`config.mk`:
```
export PLATFORM = sky130hd
export DESIGN_NAME = uart_tx_stream
export DESIGN_NICKNAME = d
export VERILOG_FILES = /design/src/rtl/uart_tx_stream.sv
export SDC_FILE = /design/constraint.sdc
export NUM_CORES = 1
export LEC_CHECK = 0
export ABC_AREA = 1
export ABC_CLOCK_PERIOD_IN_PS = 3000
export CAP_MARGIN = 25
export CELL_PAD_IN_SITES_DETAIL_PLACEMENT = 0
export CELL_PAD_IN_SITES_GLOBAL_PLACEMENT = 1
export CORE_ASPECT_RATIO = 1.1
export CORE_UTILIZATION = 45
export DETAILED_ROUTE_END_ITERATION = 7
export DONT_BUFFER_PORTS = 1
export PLACE_DENSITY_LB_ADDON = 0.1
export SYNTH_ARGS = -nofsm -noshare
export SYNTH_HDL_FRONTEND = slang
export SYNTH_SLANG_ARGS = --single-unit
```
`constraint.sdc`:
```
create_clock -name clk -period 3 [get_ports clk]
set_input_delay 0.6 -clock clk [delete_from_list [all_inputs] [get_ports clk]]
set_output_delay 0.6 -clock clk [all_outputs]
set_load 0.01 [all_outputs]
```
`src/rtl/uart_tx_stream.sv`:
```
// uart_tx_stream: parametrised UART transmitter fed by a valid/ready FIFO.
// Optional line break generation via `define UART_TX_BREAK_EN (send_break).

module uart_tx_stream #(
  parameter int CLK_FREQ   = 100000000,
  parameter int BAUD_RATE  = 115200,
  parameter int DATA_BITS  = 8,
  parameter int PARITY     = 0,
  parameter int STOP_BITS  = 1,
  parameter int FIFO_DEPTH = 16
) (
  input  logic                         clk,
  input  logic                         rst,
  input  logic                         s_valid,
  output logic                         s_ready,
  input  logic [DATA_BITS-1:0]         s_data,
  output logic                         tx,
  output logic                         tx_busy,
  output logic                         frame_done,
  output logic [$clog2(FIFO_DEPTH):0]  fifo_count
`ifdef UART_TX_BREAK_EN
  ,
  input  logic                         send_break
`endif
);

  localparam int BAUD_DIV = CLK_FREQ / BAUD_RATE;
  localparam int CW = $clog2(BAUD_DIV);
  localparam int AW = $clog2(FIFO_DEPTH);
  localparam int BW = $clog2(DATA_BITS);
  localparam logic [CW-1:0] CNT_LAST  = CW'(BAUD_DIV - 1);
  localparam logic [BW-1:0] DATA_LAST = BW'(DATA_BITS - 1);
  localparam logic [BW-1:0] STOP_LAST = BW'(STOP_BITS - 1);
  localparam logic [AW:0]   FULL_CNT  = (AW+1)'(FIFO_DEPTH);
  localparam logic          PAR_ODD   = (PARITY == 1);

  typedef enum logic [2:0] {
    S_IDLE,
    S_START,
    S_DATA,
    S_PAR,
    S_STOP,
    S_BREAK,
    S_GAP
  } state_t;

  logic [DATA_BITS-1:0] mem [FIFO_DEPTH];
  logic [AW-1:0]        wr_ptr;
  logic [AW-1:0]        rd_ptr;
  logic [AW:0]          count_q;
  logic                 push;
  logic                 pop;
  logic                 empty;
  logic [DATA_BITS-1:0] head;

  state_t               state_q, state_n;
  logic [CW-1:0]        cnt_q, cnt_n;
  logic [BW-1:0]        bit_q, bit_n;
  logic [DATA_BITS-1:0] sh_q, sh_n;
  logic                 par_q, par_n;
  logic                 tx_q, tx_n;
  logic                 bit_end;

  assign s_ready    = (count_q < FULL_CNT);
  assign push       = s_valid && s_ready;
  assign empty      = (count_q == '0);
  assign head       = mem[rd_ptr];
  assign fifo_count = count_q;
  assign tx         = tx_q;
  assign tx_busy    = !(state_q == S_IDLE || state_q == S_GAP);
  assign bit_end    = (cnt_q == CNT_LAST);

  always_ff @(posedge clk) begin
    if (push) mem[wr_ptr] <= s_data;
  end

  always_ff @(posedge clk) begin
    if (rst) begin
      wr_ptr  <= '0;
      rd_ptr  <= '0;
      count_q <= '0;
    end else begin
      if (push) wr_ptr <= wr_ptr + AW'(1);
      if (pop)  rd_ptr <= rd_ptr + AW'(1);
      case ({push, pop})
        2'b10:   count_q <= count_q + (AW+1)'(1);
        2'b01:   count_q <= count_q - (AW+1)'(1);
        default: count_q <= count_q;
      endcase
    end
  end

  always_ff @(posedge clk) begin
    if (rst) begin
      state_q <= S_IDLE;
      cnt_q   <= '0;
      bit_q   <= '0;
      sh_q    <= '0;
      par_q   <= 1'b0;
      tx_q    <= 1'b1;
    end else begin
      state_q <= state_n;
      cnt_q   <= cnt_n;
      bit_q   <= bit_n;
      sh_q    <= sh_n;
      par_q   <= par_n;
      tx_q    <= tx_n;
    end
  end

  always_comb begin
    state_n    = state_q;
    cnt_n      = '0;
    bit_n      = bit_q;
    sh_n       = sh_q;
    par_n      = par_q;
    pop        = 1'b0;
    frame_done = 1'b0;
    if (state_q != S_IDLE && state_q != S_BREAK)
      cnt_n = bit_end ? '0 : cnt_q + CW'(1);
    unique case (state_q)
      S_IDLE: begin
`ifdef UART_TX_BREAK_EN
        if (send_break) state_n = S_BREAK;
        else
`endif
        if (!empty) pop = 1'b1;
      end
      S_START: begin
        if (bit_end) begin
          state_n = S_DATA;
          bit_n   = '0;
        end
      end
      S_DATA: begin
        if (bit_end) begin
          sh_n = sh_q >> 1;
          if (bit_q == DATA_LAST) begin
            bit_n   = '0;
            state_n = (PARITY != 0) ? S_PAR : S_STOP;
          end else begin
            bit_n = bit_q + BW'(1);
          end
        end
      end
      S_PAR: begin
        if (bit_end) begin
          state_n = S_STOP;
          bit_n   = '0;
        end
      end
      S_STOP: begin
        if (bit_end) begin
          if (bit_q == STOP_LAST) begin
            frame_done = 1'b1;
            bit_n      = '0;
            state_n    = S_IDLE;
`ifdef UART_TX_BREAK_EN
            if (send_break) state_n = S_BREAK;
            else
`endif
            if (!empty) pop = 1'b1;
          end else begin
            bit_n = bit_q + BW'(1);
          end
        end
      end
`ifdef UART_TX_BREAK_EN
      S_BREAK: begin
        if (!send_break) state_n = S_GAP;
      end
      // one idle bit time after break release before the next start bit
      S_GAP: begin
        if (bit_end) begin
          if (send_break) state_n = S_BREAK;
          else if (!empty) pop = 1'b1;
          else state_n = S_IDLE;
        end
      end
`endif
      default: state_n = S_IDLE;
    endcase
    if (pop) begin
      state_n = S_START;
      cnt_n   = '0;
      bit_n   = '0;
      sh_n    = head;
      par_n   = (^head) ^ PAR_ODD;
    end
  end

  always_comb begin
    tx_n = 1'b1;
    case (state_n)
      S_START: tx_n = 1'b0;
      S_BREAK: tx_n = 1'b0;
      S_DATA:  tx_n = sh_n[0];
      S_PAR:   tx_n = par_n;
      default: tx_n = 1'b1;
    endcase
  end

endmodule

```
==> summary.txt <==
Placed design
  – HPWL after DPL: 11020 um
  – Input/output buffers: 0
  – Gpl congestion: just under 0.8
  – Setup slack after placement: 0.05857 ns

CTS
  – CTS Sinks: 171
  – Worst-Skew Late Latency: between 0.4 and 0.5 ns
  – # Post-CTS Setup Buffers: 0
  – Worst-path clk slew: 0.06 ns
  – CTS tree: done
  – Clock buffer count from CTS: 17
  – Post-cts hold buffer count: 0
  – Max H-tree Level: 4
  – Clock root cell: clkbuf_16
  – Longest Clk Path Bufs: 2

Worst setup path
  – FF-to-FF setup slack: 0.25 ns
  – CP max FO: 6
  – Req. time, crit path: 3.35 ns
  – Arr. time, crit path: 3.10 ns
  – WS Path Type: flop to flop
  – Worst Setup Start Kind: flop
  – Critical Path End Type: flop

Timing
  – RSZ-0062 raised after global routing: false
  – Tmin final: 2.747 ns
  – Final hold vios: 0
  – Setup Skew: just under 0.006 ns
  – Fmax: 364.0 MHz
  – Slew Viols, Final: 0
  – Final hold slack: 0.2418 ns
  – Setup WS post-layout: 0.2527 ns
  – Slew @ Worst Pin: 0.8921 ns
  – Setup_tns: 0 ns
  – # setup viols final: 0
  – Relative slew slack: 0.4031
  – Crit share post-route: 0.9158

Power and ir drop
  – Clock share of power: 0.281
  – Logic gate share of total power: 0.319
  – Leak pwr: ~3.4 nW
  – Pint: 4.593 mW
  – Share of power burned in registers: 0.399
  – Peak supply drop: 0.0005843 V
  – Switching power: 2.561 mW
  – Power density cells: between 800 and 900 nW/um2
  – Power Total: 7.155 mW
  – Switching Fraction: 0.3580

Logic synthesis
  – Library cells used by synthesis: 35
  – Synth area leader: edfxtp_1
  – Syn Area/Cell: 9.501 um2
  – Yosys reg bits: 171
  – Top post-synthesis cells by area: edfxtp_1, dfxtp_1, nand2_1
  – Seq/Total Area, Yosys: 0.6136
  – Mapped Area: 7667 um2
  – Syn Nets: 832
  – Post-Syn Instances: 807
  – Top cell type's share of synthesized area: 0.5013
  – Yosys warns: 0

Route
  – DRC Markers: 0
  – Post-route ant nets: 0
  – Routed length per instance: ~17 um
  – Via count: 5228
  – Drt pass-1 iters: 4
  – Drt initial violations: 351
  – Total wire length: 17180 um
  – Detail-routed via count per cell: slightly above 5

Die
  – Die Span Y: between 100 and 150 um
  – Initial Util: 0.4649
  – DIE AREA: 17570 um2
  – Chip Width: between 100 and 150 um
  – I/O pin cnt: 20
  – Placeable Area: 16490 um2
  – Row cnt: 49

Global routing
  – Vias in the first global route: 5220
  – Gr usage total: 0.2108
  – First-pass GRT wire length: 27540 um
  – Antenna violations before repair: 0
  – Largest net degree at the start of global routing: 72
  – Grt ovf: 0

Outcome
  – Status: complete, no violations

Worst hold path
  – Hold WC Path Type: primary input to flop

Cells and area
  – Nets: about 840
  – Core Util, Final: 0.5102
  – Area grow syn2layout: 9.742%
  – Diode count: 0
  – Share of cells above drive strength 1: 0.07898

Run
  – Number of max-cap violations: 0
[cells in the final DEF, fill, tap and decap left out, drive strengths merged]
cell type  netlist  final
nor2            70     70
o211ai           6      6
fa               1      1
dfxtp           43     43
nor3             8      8
buf             24     14
a21oi           18     18
clkinvlp         0      3
clkinv           0      5
xor2             4      4
a31oi            7      7
nand2          234    234
nand3           94     94
nor4             1      1
a22oi            2      2
nand4            1      1
o221ai           1      1
o21ai           28     28
a32oi            1      1
a211oi           1      1
bufinv           0      1
inv            110    112
edfxtp         128    128
clkbuf           5     20
or2              1      1
xnor2            6      6
ha              13     13
[stage by stage]
stage                     cell area [um2]  instances
final                                8414       1027
after global routing                 8414       1027
after CTS                            8381       1027
after detailed placement             7848        996
after global placement               7848        996
after floorplan                      7667        807
[Yosys cell counts (all sizes together)]
cell	count
a211oi	1
a21oi	18
a22oi	2
a31oi	7
a32oi	1
buf	24
clkbuf	5
dfxtp	43
edfxtp	128
fa	1
ha	13
inv	110
nand2	234
nand3	94
nand4	1
nor2	70
nor3	8
nor4	1
o211ai	6
o21ai	28
o221ai	1
or2	1
xnor2	6
xor2	4
[power by group through the flow]
stage          combinational (mW)  clock [mW]  sequential [mW]
2_1_floorplan                1.79           0             2.86
3_3_place_gp                 2.20           0             2.90
3_5_place_dp                 2.26           0             2.90
4_1_cts                      2.27        2.05             2.85
5_1_grt                      2.61        2.15             2.88
6_report                     2.29        2.01             2.86
[worst max-delay path, cell delays in order (launching register included)]
cell and delay (ns):
dfxtp_1 0.33, inv_1 0.07, nand3_1 0.11, nor4_4 0.31, nand3_2 0.15, inv_2 0.11, nand2_2 0.06, nand2_2 0.09
nand3_4 0.09, inv_6 0.08, ha_4 0.15, inv_1 0.06, fa_2 0.36, inv_1 0.08, a31oi_2 0.09, inv_1 0.08
o21ai_0 0.07, a21oi_1 0.18, o21ai_1 0.08, a21oi_1 0.14
[routing by layer]
metal  global-route usage  part of all wire  vias up
met2               0.3486              0.48       94
met3              0.04977             0.043       18
li1                     -                 -     2642
met1               0.2692              0.46     2474
met4              0.07736             0.019        0
met5                    0                 0        -
[layout make-up]
cell class	instances	area [um2]
clock inverter	11	96.34
fill	1514	8078
tap	204	255.2
multi-input combinational	497	2381
inverter	110	420.4
sequential	171	4707
clock buffer	20	436.7
timing repair buffer	14	117.6
[sequential cells by signal, indices dropped and copies added, names as in the netlist, named ones only]
register    count
bit_q           3
cnt_q          10
fifo_count      5
mem           128
par_q           1
rd_ptr          4
sh_q            8
state_q         3
tx              1
wr_ptr          4
[path summary, 6_finish.rpt]
path | depth (start not counted) | endpoint | start
worst max-delay path | 19 | fifo_count[4] | cnt_q[3]
worst min-delay path | 1 | sh_q[6] | rst
worst max register to register | 19 | fifo_count[4] | cnt_q[3]
worst min register to register | 1 | cnt_q[0] | cnt_q[0]
[cells by family after synthesis]
group	Yosys count	synth area share
compound gates	64	0.04683
xor+xnor	10	0.01142
fa+ha+maj	14	0.02383
buf+inv	139	0.08012
flops	171	0.6136
simple gates	409	0.2242
[repair_timing]
item	4_1_cts	5_1_grt
gates resized for setup	0	8
endpoints found under the hold margin	0	0
setup endpoints to repair	0	2
(Power assumes the default switching activity.)
